File: config.mk
export PLATFORM = sky130hd
export DESIGN_NAME = seg_scan_decoder
export DESIGN_NICKNAME = d
export VERILOG_FILES = /design/src/rtl/seg7_pkg.sv /design/src/rtl/seg7_to_hex.sv /design/src/rtl/seg_scan_decoder.sv
export SDC_FILE = /design/constraint.sdc
export NUM_CORES = 1
export LEC_CHECK = 0
export ABC_AREA = 1
export CAP_MARGIN = 20
export CORE_UTILIZATION = 25
export CTS_CLUSTER_DIAMETER = 100
export CTS_CLUSTER_SIZE = 28
export DETAILED_ROUTE_END_ITERATION = 8
export MAX_ROUTING_LAYER = met4
export PLACE_DENSITY = 0.45
export SLEW_MARGIN = 20
export SYNTH_ARGS = -nofsm -noshare
export SYNTH_HDL_FRONTEND = slang
export SYNTH_SLANG_ARGS = --single-unit
File: constraint.sdc
create_clock -name clk -period 4.25 [get_ports clk]
set_input_delay 0.85 -clock clk [delete_from_list [all_inputs] [get_ports clk]]
set_output_delay 0.85 -clock clk [all_outputs]
set_load 0.05 [all_outputs]
File: src/rtl/seg7_pkg.sv
// Shared segment encoding for the seven-segment receive path.
// Segment bit order matches the drivers: bit0=a ... bit6=g.
package seg7_pkg;

  localparam int SEG_A = 0;
  localparam int SEG_B = 1;
  localparam int SEG_C = 2;
  localparam int SEG_D = 3;
  localparam int SEG_E = 4;
  localparam int SEG_F = 5;
  localparam int SEG_G = 6;

  localparam logic [6:0] GLYPH_0     = 7'h3F;  // abcdef
  localparam logic [6:0] GLYPH_1     = 7'h06;  // bc
  localparam logic [6:0] GLYPH_2     = 7'h5B;  // abdeg
  localparam logic [6:0] GLYPH_3     = 7'h4F;  // abcdg
  localparam logic [6:0] GLYPH_4     = 7'h66;  // bcfg
  localparam logic [6:0] GLYPH_5     = 7'h6D;  // acdfg
  localparam logic [6:0] GLYPH_6     = 7'h7D;  // acdefg
  localparam logic [6:0] GLYPH_7     = 7'h07;  // abc
  localparam logic [6:0] GLYPH_8     = 7'h7F;  // abcdefg
  localparam logic [6:0] GLYPH_9     = 7'h67;  // abcfg
  localparam logic [6:0] GLYPH_A     = 7'h77;  // abcefg
  localparam logic [6:0] GLYPH_B     = 7'h7C;  // cdefg
  localparam logic [6:0] GLYPH_C     = 7'h39;  // adef
  localparam logic [6:0] GLYPH_D     = 7'h5E;  // bcdeg
  localparam logic [6:0] GLYPH_E     = 7'h79;  // adefg
  localparam logic [6:0] GLYPH_F     = 7'h71;  // aefg
  localparam logic [6:0] GLYPH_BLANK = 7'h00;

  localparam int CNT_W = 8;

  typedef enum logic [1:0] {
    WAIT_EN = 2'd0,
    SETTLE  = 2'd1,
    HELD    = 2'd2
  } scan_state_e;

endpackage

File: src/rtl/seg7_to_hex.sv
// Combinational segment-pattern to hex lookup; anything outside the
// glyph set (other than all-off) is flagged as not legal.
module seg7_to_hex
  import seg7_pkg::*;
(
  input  logic [6:0] seg,
  output logic       legal,
  output logic       is_blank,
  output logic [3:0] value
);

  // Glyph table lookup
  always_comb begin
    legal    = 1'b1;
    is_blank = 1'b0;
    value    = 4'h0;
    case (seg)
      GLYPH_0:     value = 4'h0;
      GLYPH_1:     value = 4'h1;
      GLYPH_2:     value = 4'h2;
      GLYPH_3:     value = 4'h3;
      GLYPH_4:     value = 4'h4;
      GLYPH_5:     value = 4'h5;
      GLYPH_6:     value = 4'h6;
      GLYPH_7:     value = 4'h7;
      GLYPH_8:     value = 4'h8;
      GLYPH_9:     value = 4'h9;
      GLYPH_A:     value = 4'hA;
      GLYPH_B:     value = 4'hB;
      GLYPH_C:     value = 4'hC;
      GLYPH_D:     value = 4'hD;
      GLYPH_E:     value = 4'hE;
      GLYPH_F:     value = 4'hF;
      GLYPH_BLANK: is_blank = 1'b1;
      default:     legal = 1'b0;
    endcase
  end

endmodule

File: src/rtl/seg_scan_decoder.sv
// Recovers per-digit hex values from a scanned seven-segment bus.
// A digit is captured once its sampled pattern has been stable for
// STABLE_CYCLES consecutive samples, which rejects scan-edge ghosting.
//
//   state   | meaning
//   --------+-----------------------------------------------------
//   WAIT_EN | sampled digit enable not one-hot, nothing to settle
//   SETTLE  | one-hot pattern counting towards the stable dwell
//   HELD    | pattern already captured, waiting for it to change
module seg_scan_decoder
  import seg7_pkg::*;
#(
  parameter int NUM_DIGITS    = 4,
  parameter int STABLE_CYCLES = 4
) (
  input  logic                      clk,
  input  logic                      rst,
  input  logic [6:0]                seg,
  input  logic                      dp,
  input  logic [NUM_DIGITS-1:0]     digit,
  output logic [4*NUM_DIGITS-1:0]   hex,
  output logic [NUM_DIGITS-1:0]     dp_out,
  output logic [NUM_DIGITS-1:0]     blank,
  output logic [NUM_DIGITS-1:0]     digit_valid,
  output logic                      frame_valid,
  output logic                      err
);

  localparam int SMP_W = NUM_DIGITS + 8;
  // Capture happens on the edge where the counter would reach this value.
  localparam logic [CNT_W-1:0] CNT_LAST = CNT_W'(STABLE_CYCLES - 1);

  logic [SMP_W-1:0]       smp, prev;
  logic [NUM_DIGITS-1:0]  smp_digit;
  logic                   smp_dp;
  logic [6:0]             smp_seg;
  scan_state_e            state;
  logic [CNT_W-1:0]       counter;
  logic [NUM_DIGITS-1:0]  seen, seen_next;

  logic smp_changed, smp_onehot, enter_settle, settle_done, capture_now;
  logic cap_legal, frame_done;
  logic glyph_legal, glyph_blank;
  logic [3:0] glyph_value;

  assign smp_digit = smp[SMP_W-1:8];
  assign smp_dp    = smp[7];
  assign smp_seg   = smp[6:0];

  seg7_to_hex u_seg7_to_hex (
    .seg      (smp_seg),
    .legal    (glyph_legal),
    .is_blank (glyph_blank),
    .value    (glyph_value)
  );

  // Settle/capture decisions for the current sample
  always_comb begin
    smp_changed  = (smp != prev);
    smp_onehot   = $onehot(smp_digit);
    enter_settle = smp_onehot && ((state == WAIT_EN) || smp_changed);
    settle_done  = (state == SETTLE) && !smp_changed && ((counter + 8'd1) == CNT_LAST);
    // With a dwell of one sample the capture coincides with entering SETTLE.
    capture_now  = settle_done || (enter_settle && (STABLE_CYCLES == 1));
    cap_legal    = capture_now && glyph_legal;
    seen_next    = seen | (cap_legal ? smp_digit : '0);
    frame_done   = cap_legal && (&seen_next);
  end

  // Input sampling and settle FSM
  always_ff @(posedge clk) begin
    if (rst) begin
      smp     <= '0;
      prev    <= '0;
      state   <= WAIT_EN;
      counter <= '0;
    end else begin
      smp  <= {digit, dp, seg};
      prev <= smp;
      case (state)
        WAIT_EN: begin
          counter <= '0;
          if (enter_settle) state <= capture_now ? HELD : SETTLE;
        end
        SETTLE, HELD: begin
          if (smp_changed) begin
            counter <= '0;
            if (!smp_onehot)      state <= WAIT_EN;
            else if (capture_now) state <= HELD;
            else                  state <= SETTLE;
          end else if (state == SETTLE) begin
            counter <= counter + 8'd1;
            if (settle_done) state <= HELD;
          end
        end
        default: begin
          state   <= WAIT_EN;
          counter <= '0;
        end
      endcase
    end
  end

  // Capture registers, frame tracking and pulse outputs
  always_ff @(posedge clk) begin
    if (rst) begin
      hex         <= '0;
      dp_out      <= '0;
      blank       <= '0;
      digit_valid <= '0;
      seen        <= '0;
      frame_valid <= 1'b0;
      err         <= 1'b0;
    end else begin
      err         <= capture_now && !glyph_legal;
      frame_valid <= frame_done;
      seen        <= frame_done ? '0 : seen_next;
      if (cap_legal) begin
        for (int i = 0; i < NUM_DIGITS; i++) begin
          if (smp_digit[i]) begin
            dp_out[i]      <= smp_dp;
            digit_valid[i] <= 1'b1;
            if (glyph_blank) begin
              blank[i] <= 1'b1;
            end else begin
              blank[i]       <= 1'b0;
              hex[4*i +: 4]  <= glyph_value;
            end
          end
        end
      end
    end
  end

endmodule

==> metrics.yaml, run 1 <==
cts_tree: "yes"
fmax_ghz: 0.403
r2r_cells: 11
r2r-start: "smp[8]$_SDFF_PP0_"
ant_nets: 0
power_leakage_nw: 1.68
layout.nets: 527
hpwl_um: 5710
antennaDiodeCount: 0
core_region_area_um2: 12700
worst-endpoint-arrival_ns: 2.74
rsz0062_at_grt: "false"
p_per_area_nw_per_um2: 382
startpoint_type: "register"
pin_count: 44
whs_path_depth: 2
ctsHoldBuffers: 0
post-route-util: 0.333
worst_pin_slew_ns: 0.560
synth_area_per_cell_um2: 7.12
start_util: 0.257
final-setup-viol-count: 0
drt-wirelength-per-cell_um: 11.1
ys_ff_latch: 68
drv_cap: 0
numCtsBuffers: 9
viasPerCell: 4.16
critPathMostFrequentCell: "inv_1"
startpoint: "smp[8]$_SDFF_PP0_"
root_buffer: "clkbuf_16"
synth_area_leaders: "dfxtp_1 42%, nand2_1 11%, nor2_1 10%, inv_1 8.2%, a21oi_1 3.4%"
hp-start: "digit_valid[1]$_SDFFE_PP0P_"
setup-tns-final_ns: 0
cp-end-kind: "register"
via_count: 2838
r2r_setup_slack_ns: 1.77
clock_latency_ns: 0.33
drv_slew: 0
clk_pin_slew_ns: 0.06
critPathBufInv: 3
fp.dieW_um: 116
critPathMaxFanout: 5
cp.required_ns: 4.51
syn_area_um2: 3260
finalHoldViolCount: 0
whs_endpoint: "digit_valid[1]$_SDFFE_PP0P_"
port_buffers: 43
synth_fp_nets: 480
status: "finished clean"
grt_antenna_before_repair: 0
grt_overflow_total: 0
yosys.area.top_type_share: 0.417
synthCells: 458
drive_above_1_share: 0.116
ys_types: 30
crit_type: "register to register"
area_growth_pct: 29.4
drc_errors: 0
drt_iter0_drc: 59
critPathMaxStageDelay_ns: 0.54
gp_congestion: 0.809
crit_cells: 11
r2r-end: "state[0]$_SDFFE_PP0P_"
cts_setup_buffers: 0
grt_pass1_vias: 2807
max_slew_margin: 0.626
track_usage: 0.131
die_h_um: 116
die-area_um2: 13500
cts_resized: 0
finalClockSkew_ns: 0.00979
dr.pass1.iters: 4
grt_pass1_wl_um: 13100
crit_family: "adder cells"
cts-htree-levels: 3
ir_drop_uv: 224
finalCriticalPeriod_ns: 2.48
rows: 41
grt_max_degree: 41
hold_class: "register to register"
clockBufferDepth: 2
yosys.area.top_type: "dfxtp_1"
drt_wl_total_um: 7550
seq_area_frac_synth: 0.417
path_cells: "inv_1, fa_1, inv_1, ha_1, ha_1, nor3_1, or2_2, o21ai_0, inv_1, nand3b_1, a21oi_1"
min_period_over_period: 0.584
ys_warn_count: 0
cts.sinks: 68
worst_path_max_delay_cell: "fa_1"
## metrics by stage
step | hold slack [ns] | instance area (um2) | worst slack, ns | cells | power [mW]
2_1_floorplan | 0.449 | 3260 | 1.97 | 458 | 0.767
3_3_place_gp | 0.441 | 3880 | 1.68 | 666 | 0.806
3_5_place_dp | 0.439 | 3880 | 1.65 | 666 | 0.807
4_1_cts | 0.449 | 4220 | 1.75 | 682 | 1.64
5_1_grt | 0.467 | 4220 | 1.57 | 682 | 1.69
6_report | 0.446 | 4220 | 1.77 | 682 | 1.61
## cell usage after synthesis
master / count
nand2_1: 92
nor2_1: 89
inv_1: 71
dfxtp_1: 68
a21oi_1: 22
o21ai_1: 22
nand3_1: 15
clkbuf_1: 8
ha_1: 7
inv_2: 6
nand3_2: 5
nor3_2: 5
a211oi_2: 4
clkinv_2: 4
nand2_2: 4
nand3_4: 4
nand4_1: 4
nor2_4: 4
o21ai_0: 4
xnor2_1: 4
nand3b_1: 3
nor3_1: 3
or2_2: 3
a211oi_1: 1
fa_1: 1
inv_8: 1
nand2_4: 1
nor2_2: 1
nor4_1: 1
xor2_1: 1
## metal layers
metal | part of all wire | up-vias | GRT usage
met3 | 0.027 | 4 | 0.0343
met2 | 0.47 | 29 | 0.209
met4 | 0.0078 | 0 | 0.0513
li1 | - | 1512 | -
met5 | 0 | - | -
met1 | 0.49 | 1293 | 0.157
## report_power, final
part | switching [mW] | total [mW] | internal (mW)
clock | 0.276 | 0.822 | 0.546
sequential | 0.0166 | 0.668 | 0.651
combinational | 0.0772 | 0.123 | 0.0458
## cell usage in the layout, fill, tap and decap left out, types with 6 or more instances in the layout
cell and n:
a21oi_1 22, clkbuf_16 9, clkdlybuf4s50_1 43, dfxtp_1 68, ha_1 7, inv_1 71
inv_2 6, nand2_1 92, nand3_1 15, nor2_1 89, o21ai_1 22
## how the worst max path moves through the flow
stage                                         end
after floorplan             state[0]$_SDFFE_PP0P_
after global placement    counter[2]$_SDFFE_PP0N_
after detailed placement  counter[2]$_SDFFE_PP0N_
after CTS                   state[1]$_SDFFE_PP0P_
after global routing        state[1]$_SDFFE_PP0P_
final                       state[0]$_SDFFE_PP0P_
## state kept, by name, indices dropped and copies added, names as in the netlist
name	cells
hex	16
prev	12
smp	12
counter	8
blank	4
digit_valid	4
dp_out	4
seen	4
state	2
err	1
frame_valid	1
## kinds of logic after synthesis
| family | count (synthesis) | share of synthesized area |
|---|---|---|
| simple gates | 234 | 0.337 |
| buf+inv | 90 | 0.107 |
| flops | 68 | 0.417 |
| compound gates | 53 | 0.0913 |
| fa+ha+maj | 8 | 0.0330 |
| xor+xnor | 5 | 0.0134 |
## area by class of cell
cell class	instances	area [um2]
multi-input combinational	300	1550
sequential	68	1360
clock buffer	11	253
inverter	82	320
tap	172	215
fill	1396	8450
timing repair buffer	44	438
clock inverter	5	83.8
## worst min-delay path, stage by stage (launching register included)
cell,delay [ns]
dfxtp_1,0.31
inv_1,0.04
a21oi_1,0.05
(Power assumes the default switching activity.)
==> inputs of run 2 (changes only) <==
==> constraint.sdc (replaced) <==
create_clock -name clk -period 2.6 [get_ports clk]
set_input_delay 0.52 -clock clk [delete_from_list [all_inputs] [get_ports clk]]
set_output_delay 0.52 -clock clk [all_outputs]
set_load 0.05 [all_outputs]
==> metrics.yaml, run 2 (synthesis gave the netlist of run 1 again) <==
status: "finished clean"
drive_above_1_share: 0.126  # +0.0103
port_buffers: 43  # unchanged
grt_pass1_vias: 2825  # +0.64%
switching_share: 0.243  # +0.0137
area_growth_pct: 30.9
finalClockSkew_ns: 0.00710  # -0.00269 ns
fin_cells: 688  # +0.88%
drt_iter0_drc: 182  # +210%
hold_class: "register to register"
core_region_area_um2: 12700  # unchanged
ant_nets: 0  # unchanged
drt_wl_total_um: 7620  # +0.86%
cts_setup_buffers: 0  # unchanged
rsz0062_at_grt: "false"
track_usage: 0.134  # +0.00330
min_period_over_period: 0.869  # +0.285
largest_reg_flops: 16  # unchanged
clock_latency_ns: 0.34  # about the same
p_int_mw: 1.99  # +60%
cts.sinks: 68  # unchanged
cts-htree-levels: 3  # unchanged
grt_overflow_total: 0  # unchanged
start_util: 0.257  # unchanged
rows: 41  # unchanged
power_frac_seq: 0.412  # -0.002
finalHoldViolCount: 0  # unchanged
fill_cells: 1378  # -1.3%
cp-end-kind: "register"
gp_congestion: 0.838  # +3.6%
drv_slew: 0  # unchanged
clkPwrFrac: 0.503  # -0.007
dp.cells: 672  # +0.90%
ctsHoldBuffers: 0  # unchanged
cp.required_ns: 2.87  # -1.64 ns
layout.nets: 533  # +1.1%
startpoint_type: "register"
hpwl_um: 5640  # -1.3%
p_per_area_nw_per_um2: 617  # +62%
finalCriticalPeriod_ns: 2.26  # -0.222 ns
switchingPower_uw: 640  # +73%
root_buffer: "clkbuf_16"
grt_pass1_wl_um: 13400  # +2.5%
fmax_ghz: 0.442  # +9.8%
ir_drop_uv: 219  # -2.3%
p_comb_frac: 0.085  # +0.009
grt_antenna_before_repair: 0  # unchanged
final_cell_mix: "92 x nand2_1, 89 x nor2_1, 71 x inv_1"
drv_cap: 0  # unchanged
final-setup-viol-count: 0  # unchanged
viasPerCell: 4.15  # -0.21%
die_h_um: 116  # unchanged
final_common_cell: "nand2_1"
reg_top3: "hex: 16 flops, prev: 12 flops, smp: 12 flops"
numCtsBuffers: 9  # unchanged
via_count: 2857  # +0.67%
critPathMaxFanout: 3  # -2
crit_type: "register to register"
largest_register: "hex"
cts_resized: 0  # unchanged
worst_pin_slew_ns: 0.511  # -0.0491 ns
power_leakage_nw: 1.71  # +1.5%
clk_pin_slew_ns: 0.05  # about the same
drc_errors: 0  # unchanged
grt_max_degree: 41  # unchanged
clockBufferDepth: 2  # unchanged
setup-tns-final_ns: 0  # unchanged
drt-wirelength-per-cell_um: 11.1  # about the same
dr.pass1.iters: 5  # +1
pin_count: 44  # unchanged
antennaDiodeCount: 0  # unchanged
max_slew_margin: 0.658  # +0.0321
die-area_um2: 13500  # unchanged
cts_tree: "yes"
fp.dieW_um: 116  # unchanged
worst-endpoint-arrival_ns: 2.53  # -0.21 ns
-- run 2: worst paths after layout --
path | startpoint | end | slack [ns] | cells past startpoint
hold / removal | digit_valid[3]$_SDFFE_PP0P_ | digit_valid[3]$_SDFFE_PP0P_ | 0.45 | 2
setup / recovery | smp[8]$_SDFF_PP0_ | state[0]$_SDFFE_PP0P_ | 0.34 | 11
hold reg to reg | digit_valid[3]$_SDFFE_PP0P_ | digit_valid[3]$_SDFFE_PP0P_ | 0.45 | 2
setup reg to reg | smp[8]$_SDFF_PP0_ | state[0]$_SDFFE_PP0P_ | 0.34 | 11
-- run 2: critical path: stages, from the launching register on --
cell and delay [ns]:
dfxtp_1 0.33, inv_1 0.07, fa_1 0.54, inv_1 0.04, ha_1 0.17, ha_1 0.26
nor3_1 0.23, or2_2 0.14, o21ai_0 0.12, inv_1 0.11, nand3b_1 0.08, a21oi_1 0.12
-- run 2: area by class of cell --
class	instances	area, um2	share of cell area
multi-input combinational	300	1550	0.363
sequential	68	1360	0.319
timing repair buffer	50	495	0.116
inverter	82	320	0.0751
clock buffer	9	225	0.0528
tap	172	215	0.0504
clock inverter	7	100	0.0235
-- run 2: routing by layer --
metal / vias to the layer above / share of wire / global-route usage
li1: 1519 / - / -
met1: 1287 / 0.49 / 0.163
met2: 42 / 0.46 / 0.213
met3: 9 / 0.032 / 0.0311
met4: 0 / 0.017 / 0.0573
met5: - / 0 / -
-- run 2: through the flow --
step	hold WS (ns)	instance area, um2	total power [mW]	setup WS (ns)	utilization
5_1_grt	0.472	4270	2.76	0.131	0.337
3_5_place_dp	0.444	3940	1.33	0.352	0.311
2_1_floorplan	0.449	3260	1.25	0.318	-
4_1_cts	0.452	4270	2.68	0.336	0.337
3_3_place_gp	0.442	3940	1.33	0.401	0.311
6_report	0.447	4270	2.63	0.339	0.337
-- run 2: power by group through the flow --
| stage | Sequential, mW | Clock [mW] | Combinational (mW) |
|---|---|---|---|
| final | 1.09 | 1.33 | 0.223 |
| after global routing | 1.09 | 1.41 | 0.258 |
| after CTS | 1.09 | 1.37 | 0.225 |
| after detailed placement | 1.11 | 0 | 0.224 |
| after global placement | 1.11 | 0 | 0.222 |
| after floorplan | 1.11 | 0 | 0.147 |
